--- src/rtl/alu_addsub_seq.sv ---
// alu_addsub_seq: walks a WORDS*N-bit add or subtract through an external
// N-bit adder, one chunk per cycle, least significant chunk first. The carry
// is chained through c_reg. The wide result and its carry/overflow/zero flags
// are then offered on a valid/ready output handshake.
//
//  state | meaning
//  ------+-------------------------------------------------------------
//  IDLE  | in_ready high; waits for an operand request
//  RUN   | one chunk per edge through the external adder, idx counts up
//  DONE  | out_valid high; result and flags frozen until out_ready
module alu_addsub_seq #(
  parameter int N     = 32,
  parameter int WORDS = 4,
  localparam int W    = N * WORDS,
  localparam int IW   = (WORDS > 1) ? $clog2(WORDS) : 1
) (
  input  logic         clk,
  input  logic         rst_n,
  input  logic         in_valid,
  output logic         in_ready,
  input  logic [W-1:0] op_a,
  input  logic [W-1:0] op_b,
  input  logic         sub,
  output logic [N-1:0] add_a,
  output logic [N-1:0] add_b,
  output logic         add_cin,
  input  logic [N-1:0] add_s,
  input  logic         add_cout,
  output logic         out_valid,
  input  logic         out_ready,
  output logic [W-1:0] result,
  output logic         carry,
  output logic         overflow,
  output logic         zero
);

  typedef enum logic [1:0] {IDLE, RUN, DONE} state_t;

  state_t         state, state_nx;
  logic [IW-1:0]  idx;
  logic           c_reg;
  logic           sub_reg;
  logic           z_run;
  logic [W-1:0]   a_reg;
  logic [W-1:0]   b_reg;
  logic           last;
  logic           s_zero;

  assign last     = (idx == IW'(WORDS - 1));
  assign s_zero   = (add_s == '0);
  assign in_ready = (state == IDLE) && rst_n;

  // State register
  always_ff @(posedge clk or negedge rst_n) begin
    if (!rst_n) state <= IDLE;
    else        state <= state_nx;
  end

  // Next-state decode and adder drive; the adder sees zeros outside RUN
  always_comb begin
    state_nx = state;
    add_a    = '0;
    add_b    = '0;
    add_cin  = 1'b0;
    case (state)
      IDLE: if (in_valid) state_nx = RUN;
      RUN: begin
        add_a   = a_reg[idx*N +: N];
        add_b   = b_reg[idx*N +: N];
        // Subtract is A + ~B + 1: the +1 enters as carry-in on chunk 0
        add_cin = (idx == '0) ? sub_reg : c_reg;
        if (last) state_nx = DONE;
      end
      DONE: if (out_ready) state_nx = IDLE;
      default: state_nx = IDLE;
    endcase
  end

  // Operand capture, chunk-wise result assembly, flag capture and out_valid
  always_ff @(posedge clk or negedge rst_n) begin
    if (!rst_n) begin
      idx       <= '0;
      c_reg     <= 1'b0;
      sub_reg   <= 1'b0;
      z_run     <= 1'b0;
      a_reg     <= '0;
      b_reg     <= '0;
      result    <= '0;
      carry     <= 1'b0;
      overflow  <= 1'b0;
      zero      <= 1'b0;
      out_valid <= 1'b0;
    end else begin
      case (state)
        IDLE: begin
          if (in_valid) begin
            a_reg   <= op_a;
            b_reg   <= sub ? ~op_b : op_b;
            sub_reg <= sub;
            idx     <= '0;
            z_run   <= 1'b1;
          end
        end
        RUN: begin
          result[idx*N +: N] <= add_s;
          c_reg              <= add_cout;
          idx                <= idx + IW'(1);
          z_run              <= z_run & s_zero;
          if (last) begin
            carry     <= add_cout;
            // Uses the effective (inverted for subtract) B sign
            overflow  <= (a_reg[W-1] == b_reg[W-1]) && (add_s[N-1] != a_reg[W-1]);
            zero      <= z_run & s_zero;
            out_valid <= 1'b1;
          end
        end
        DONE: begin
          if (out_ready) out_valid <= 1'b0;
        end
        default: ;
      endcase
    end
  end

endmodule

--- config.mk ---
export PLATFORM = sky130hd
export DESIGN_NAME = alu_addsub_seq
export DESIGN_NICKNAME = d
export VERILOG_FILES = /design/src/rtl/alu_addsub_seq.sv
export SDC_FILE = /design/constraint.sdc
export NUM_CORES = 1
export LEC_CHECK = 0
export BUFFER_PORTS_ARGS = -buffer_cell sky130_fd_sc_hd__clkbuf_2
export CORE_AREA = 2 2 270 272
export CTS_BUF_LIST = sky130_fd_sc_hd__clkbuf_4 sky130_fd_sc_hd__clkbuf_8
export DETAILED_ROUTE_END_ITERATION = 8
export DIE_AREA = 0 0 272 274
export PLACE_DENSITY = 0.45
export SLEW_MARGIN = 20
export SYNTH_ARGS = -nofsm -noshare
export SYNTH_HDL_FRONTEND = slang
export SYNTH_SLANG_ARGS = --single-unit
--- constraint.sdc ---
create_clock -name clk -period 5.92 [get_ports clk]
set_input_delay 0.296 -clock clk [delete_from_list [all_inputs] [get_ports clk]]
set_output_delay 0.296 -clock clk [all_outputs]
set_load 0.1 [all_outputs]
Word level (Yosys, flattened, before mapping)
Index checks and enable logic that the tools add are counted.

word-level totals
  input port bits = 294
  output and inout bits = 198
  register bits after elaboration = 395
  logic and storage cells = 57

operators by class
  reductions and logical operators = 12
  equal/unequal tests = 8
  bitwise logic cells = 2
  muxes and demuxes = 17
  shift-type cells = 4
  add/subtract/negate cells = 2

operator list
  cell                                                                       count
  128-bit by 8-bit variable part select with 32-bit output                   2
  128-bit bitwise mux                                                        1
  128-bit two-way mux                                                        1
  128-bit inverter                                                           1
  32-bit by 34-bit variable shift with 128-bit output, first input constant  1
  32-bit by 34-bit variable part select with 128-bit output                  1
  32-bit two-way mux                                                         2
  7-bit negator with 34-bit output                                           1
  32-bit zero test                                                           1
  2-bit two-way mux                                                          4
  2-bit inequality test, second input constant                               3
  2-bit case mux with 3 select lines                                         1
  2-bit AND reduction                                                        3
  3-bit AND reduction                                                        2
  1-bit two-way mux                                                          5
  2-bit == test, second input constant                                       2
  2-bit zero test                                                            2
  1-bit case mux with 2 select lines                                         2
  2-bit case mux with 2 select lines                                         1
  2-bit nonzero test                                                         2
  2-bit by 1-bit adder with 2-bit output, second input constant              1
  2-bit by 1-bit == test with 1-bit output, second input constant            1
  1-bit logical AND                                                          2
  1-bit bitwise AND                                                          1
  2 further kinds                                                            2

Depth between registers and ports, before layout
  word-level depth = 3
  depth in mapped cells = 8
  gate-level depth less buffers = 5

Worst setup path before layout
No wires, ideal clock.

  kind = register to output
  from = reg idx[1]
  to = out add_cin
  arrival time = 2.762 ns
  data required time = 5.624 ns
  cell stages (with the launch flop) = 7
  setup slack = 2.862 ns
  buffers on the path = 2
  cell sequence = dfrtp_1 buf_2 buf_1 inv_1 ha_1 mux2i_1 nor2_1

on the way
  cells in the longest elaborated chain, start to end = 3

RTL lines
  what                    RTL line  RTL
  start, declared         40        logic [IW-1:0] idx;
  start signal, assigned  107       idx <= idx + IW'(1);
  2-bit zero test         71        add_cin = (idx == '0) ? sub_reg : c_reg;
  1-bit two-way mux       71
  1-bit two-way mux       65        case (state)
  end, declared           26        output logic add_cin,

Every way passes these cells.

Final worst setup path
  from = reg idx[0]
  to = out add_a[31]

on the way
  cells in the longest elaborated chain, start to end = 2

RTL lines
  what                                                      RTL line  RTL
  128-bit by 8-bit variable part select with 32-bit output  68        add_a = a_reg[idx*N +: N];
  32-bit two-way mux                                        65
  end, declared                                             24        output logic [N-1:0] add_a,

Every way passes these cells.

==> results.sh <==
export IMPL_cp_start_kind="flop"
export IMPL_antenna_found_initial=3
export IMPL_ys_ff_latch=395
export IMPL_fin_nets=2466
export IMPL_stdcell_count=3187
export IMPL_dr_first_iter_drc_count=772
export IMPL_crit_arrival_ps=3620
export IMPL_hold_viol=0
export IMPL_via_count=13990
export IMPL_clockBufferDepth=3
export IMPL_multi_input_area_sq_mm=0.007208
export IMPL_yosys_cell_types_count=32
export IMPL_viasPerCell=4.389
export IMPL_tns_ps=0
export IMPL_numCtsBuffers=76
export IMPL_fill_cells=7209
export IMPL_cts_sinks=395
export IMPL_cts_root_buf="clkbuf_8"
export IMPL_cts_setup_buffers=0
export IMPL_first_pass_iters=5
export IMPL_syn_num_nets=1699
export IMPL_area_growth_pct=44.09
export IMPL_synth_seq_area_share_pct=55.70
export IMPL_ios=492
export IMPL_grt_max_degree=199
export IMPL_finalClockSkew_ps=28.88
export IMPL_hpwl_mm=38.05
export IMPL_cp_end_kind="output port"
export IMPL_clk_latency_ps=660
export IMPL_slew_headroom_pct=28.63
export IMPL_outcome="finished, final reports clean"
export IMPL_seq_area_sq_mm=0.009892
export IMPL_final_antenna_net_count=0
export IMPL_placed_cells=2756
export IMPL_htree_levels=3
export IMPL_path_max_fanout=37
export IMPL_netlist_instances=1400
export IMPL_critPathRequiredTime_ps=5620
export IMPL_final_common_cell="clkbuf_2"
export IMPL_place_gp_congestion=0.7489
export IMPL_layout_common_cells="clkbuf_2, dfrtp_1, dlygate4sd3_1"
export IMPL_io_buffers=491
export IMPL_die_w_um=272
export IMPL_finalCriticalPeriod_ps=3913
export IMPL_worst_slew_pin_slew_ps=1070
export IMPL_rows=99
export IMPL_ys_warn_count=0
export IMPL_start_util_pct=24.66
export IMPL_die_h_um=274
export IMPL_rsz0062_at_grt="false"
export IMPL_clkSlewWorstSetupHoldPaths_ps=60
export IMPL_cts_tree="yes"
export IMPL_drive_gt1_share_pct=38.10
export IMPL_post_route_period_util_pct=66.10
export IMPL_drcViolationCount=0
export IMPL_avgSynthCellArea_sq_um=12.68
export IMPL_timing_max_cap_violations=0
export IMPL_wire_per_inst_um=18.04
export IMPL_maxSlewViolCount=0
export IMPL_max_freq_mhz=255.6
export IMPL_die_area_sq_mm=0.07453
export IMPL_cts_resized=0
export IMPL_setup_viol=0
export IMPL_path_class="reg2out"
export IMPL_grt_pass1_wl_mm=88.62
export IMPL_grt_usage_pct=15.20
export IMPL_grt_overflow_total=0
export IMPL_core_area_sq_mm=0.07197
export IMPL_synth_area_sq_mm=0.01775
export IMPL_finalWirelength_mm=57.49
export IMPL_grt_pass1_vias=15060
export IMPL_min_delay_path_class="in2reg"
worst max-delay path, stage by stage, from the launching register on:
cell,delay (ps)
dfrtp_4,1000
buf_4,780
mux4_2,590
and2_1,170
clkbuf_2,370
synthesized netlist by cell type:
cell type	instances	area share (%)
nand2_1	77	1.6
nor3b_1	2	0.085
and2_1	64	2.3
buf_4	22	0.93
nand2_4	3	0.19
dfrtp_1	395	56
nor2_1	134	2.8
o22ai_1	1	0.035
nor4_4	3	0.36
clkbuf_1	24	0.51
mux2_2	130	8.2
inv_1	5	0.11
nand4_1	1	0.035
o21ai_0	31	0.87
buf_6	13	0.82
buf_2	48	1.4
buf_1	2	0.042
and2b_1	1	0.042
nor3_1	1	0.028
mux4_2	64	8.1
o31ai_1	1	0.042
nor4b_1	1	0.049
nor4_1	6	0.21
nor2_2	1	0.035
ha_1	5	0.35
a21oi_1	131	3.7
a22o_1	96	4.7
mux2i_1	2	0.11
o21ai_1	5	0.14
or3_1	2	0.070
nand3_1	1	0.028
xnor2_1	128	6.3
metrics by stage:
step / area, sq um / setup slack, ps / hold slack [ps] / utilization [%]
after floorplan: 17750 / 2862 / 0.4090 / -
after global placement: 20940 / 2581 / 255.5 / 29.09
after detailed placement: 20940 / 2556 / 252.7 / 29.09
after CTS: 25520 / 1811 / 43.94 / 35.47
after global routing: 25560 / 1719 / 103.4 / 35.52
final: 25570 / 2007 / 149.3 / 35.53
logic make-up (layout without fill, tap and decap cells):
family          after synthesis  count (layout)  share of synthesized area [%]
flops                       395             395                          55.70
buf+inv                     114             937                          3.765
other cells                   0               5                              0
compound gates              265             265                          9.526
xor+xnor                    128             128                          6.317
mux                         196             196                          16.48
simple gates                297             297                          7.854
fa+ha+maj                     5               5                         0.3525
worst paths after layout:
check	start	to	slack, ps	depth (start not counted)
max	idx[0]	add_a[31]	2010	4
min	add_s[31]	result[31]	150	3
max reg2reg	idx[0]	result[78]	2710	6
min reg2reg	result[18]	result[18]	480	2
max in group asynchronous	rst_n	a_reg[53]	3820	4
min in group asynchronous	rst_n	result[127]	170	2
what timing repair did:
action	CTS	global route
endpoints found under the hold margin	431	0
setup endpoints to repair	0	0
hold buffers	291	0
layer usage:
metal,GRT usage [%],vias to the layer above,share of wire [%]
met2,25.38,428,49
met5,0,-,0
met1,19.07,6973,43
met4,5.813,0,2.8
li1,-,6476,-
met3,3.564,110,5.8
final cells by class:
type / count / share of cell area [%]
clock buffer: 119 / 5.843
tap: 959 / 4.693
clock inverter: 15 / 0.7046
sequential: 395 / 38.69
timing repair buffer: 798 / 21.76
antenna: 5 / 0.04893
inverter: 5 / 0.07340
multi-input combinational: 891 / 28.19
Power is left out: the tool's default activity adds up to more than one toggle a clock period on the data nets, which glitch-free logic cannot reach.
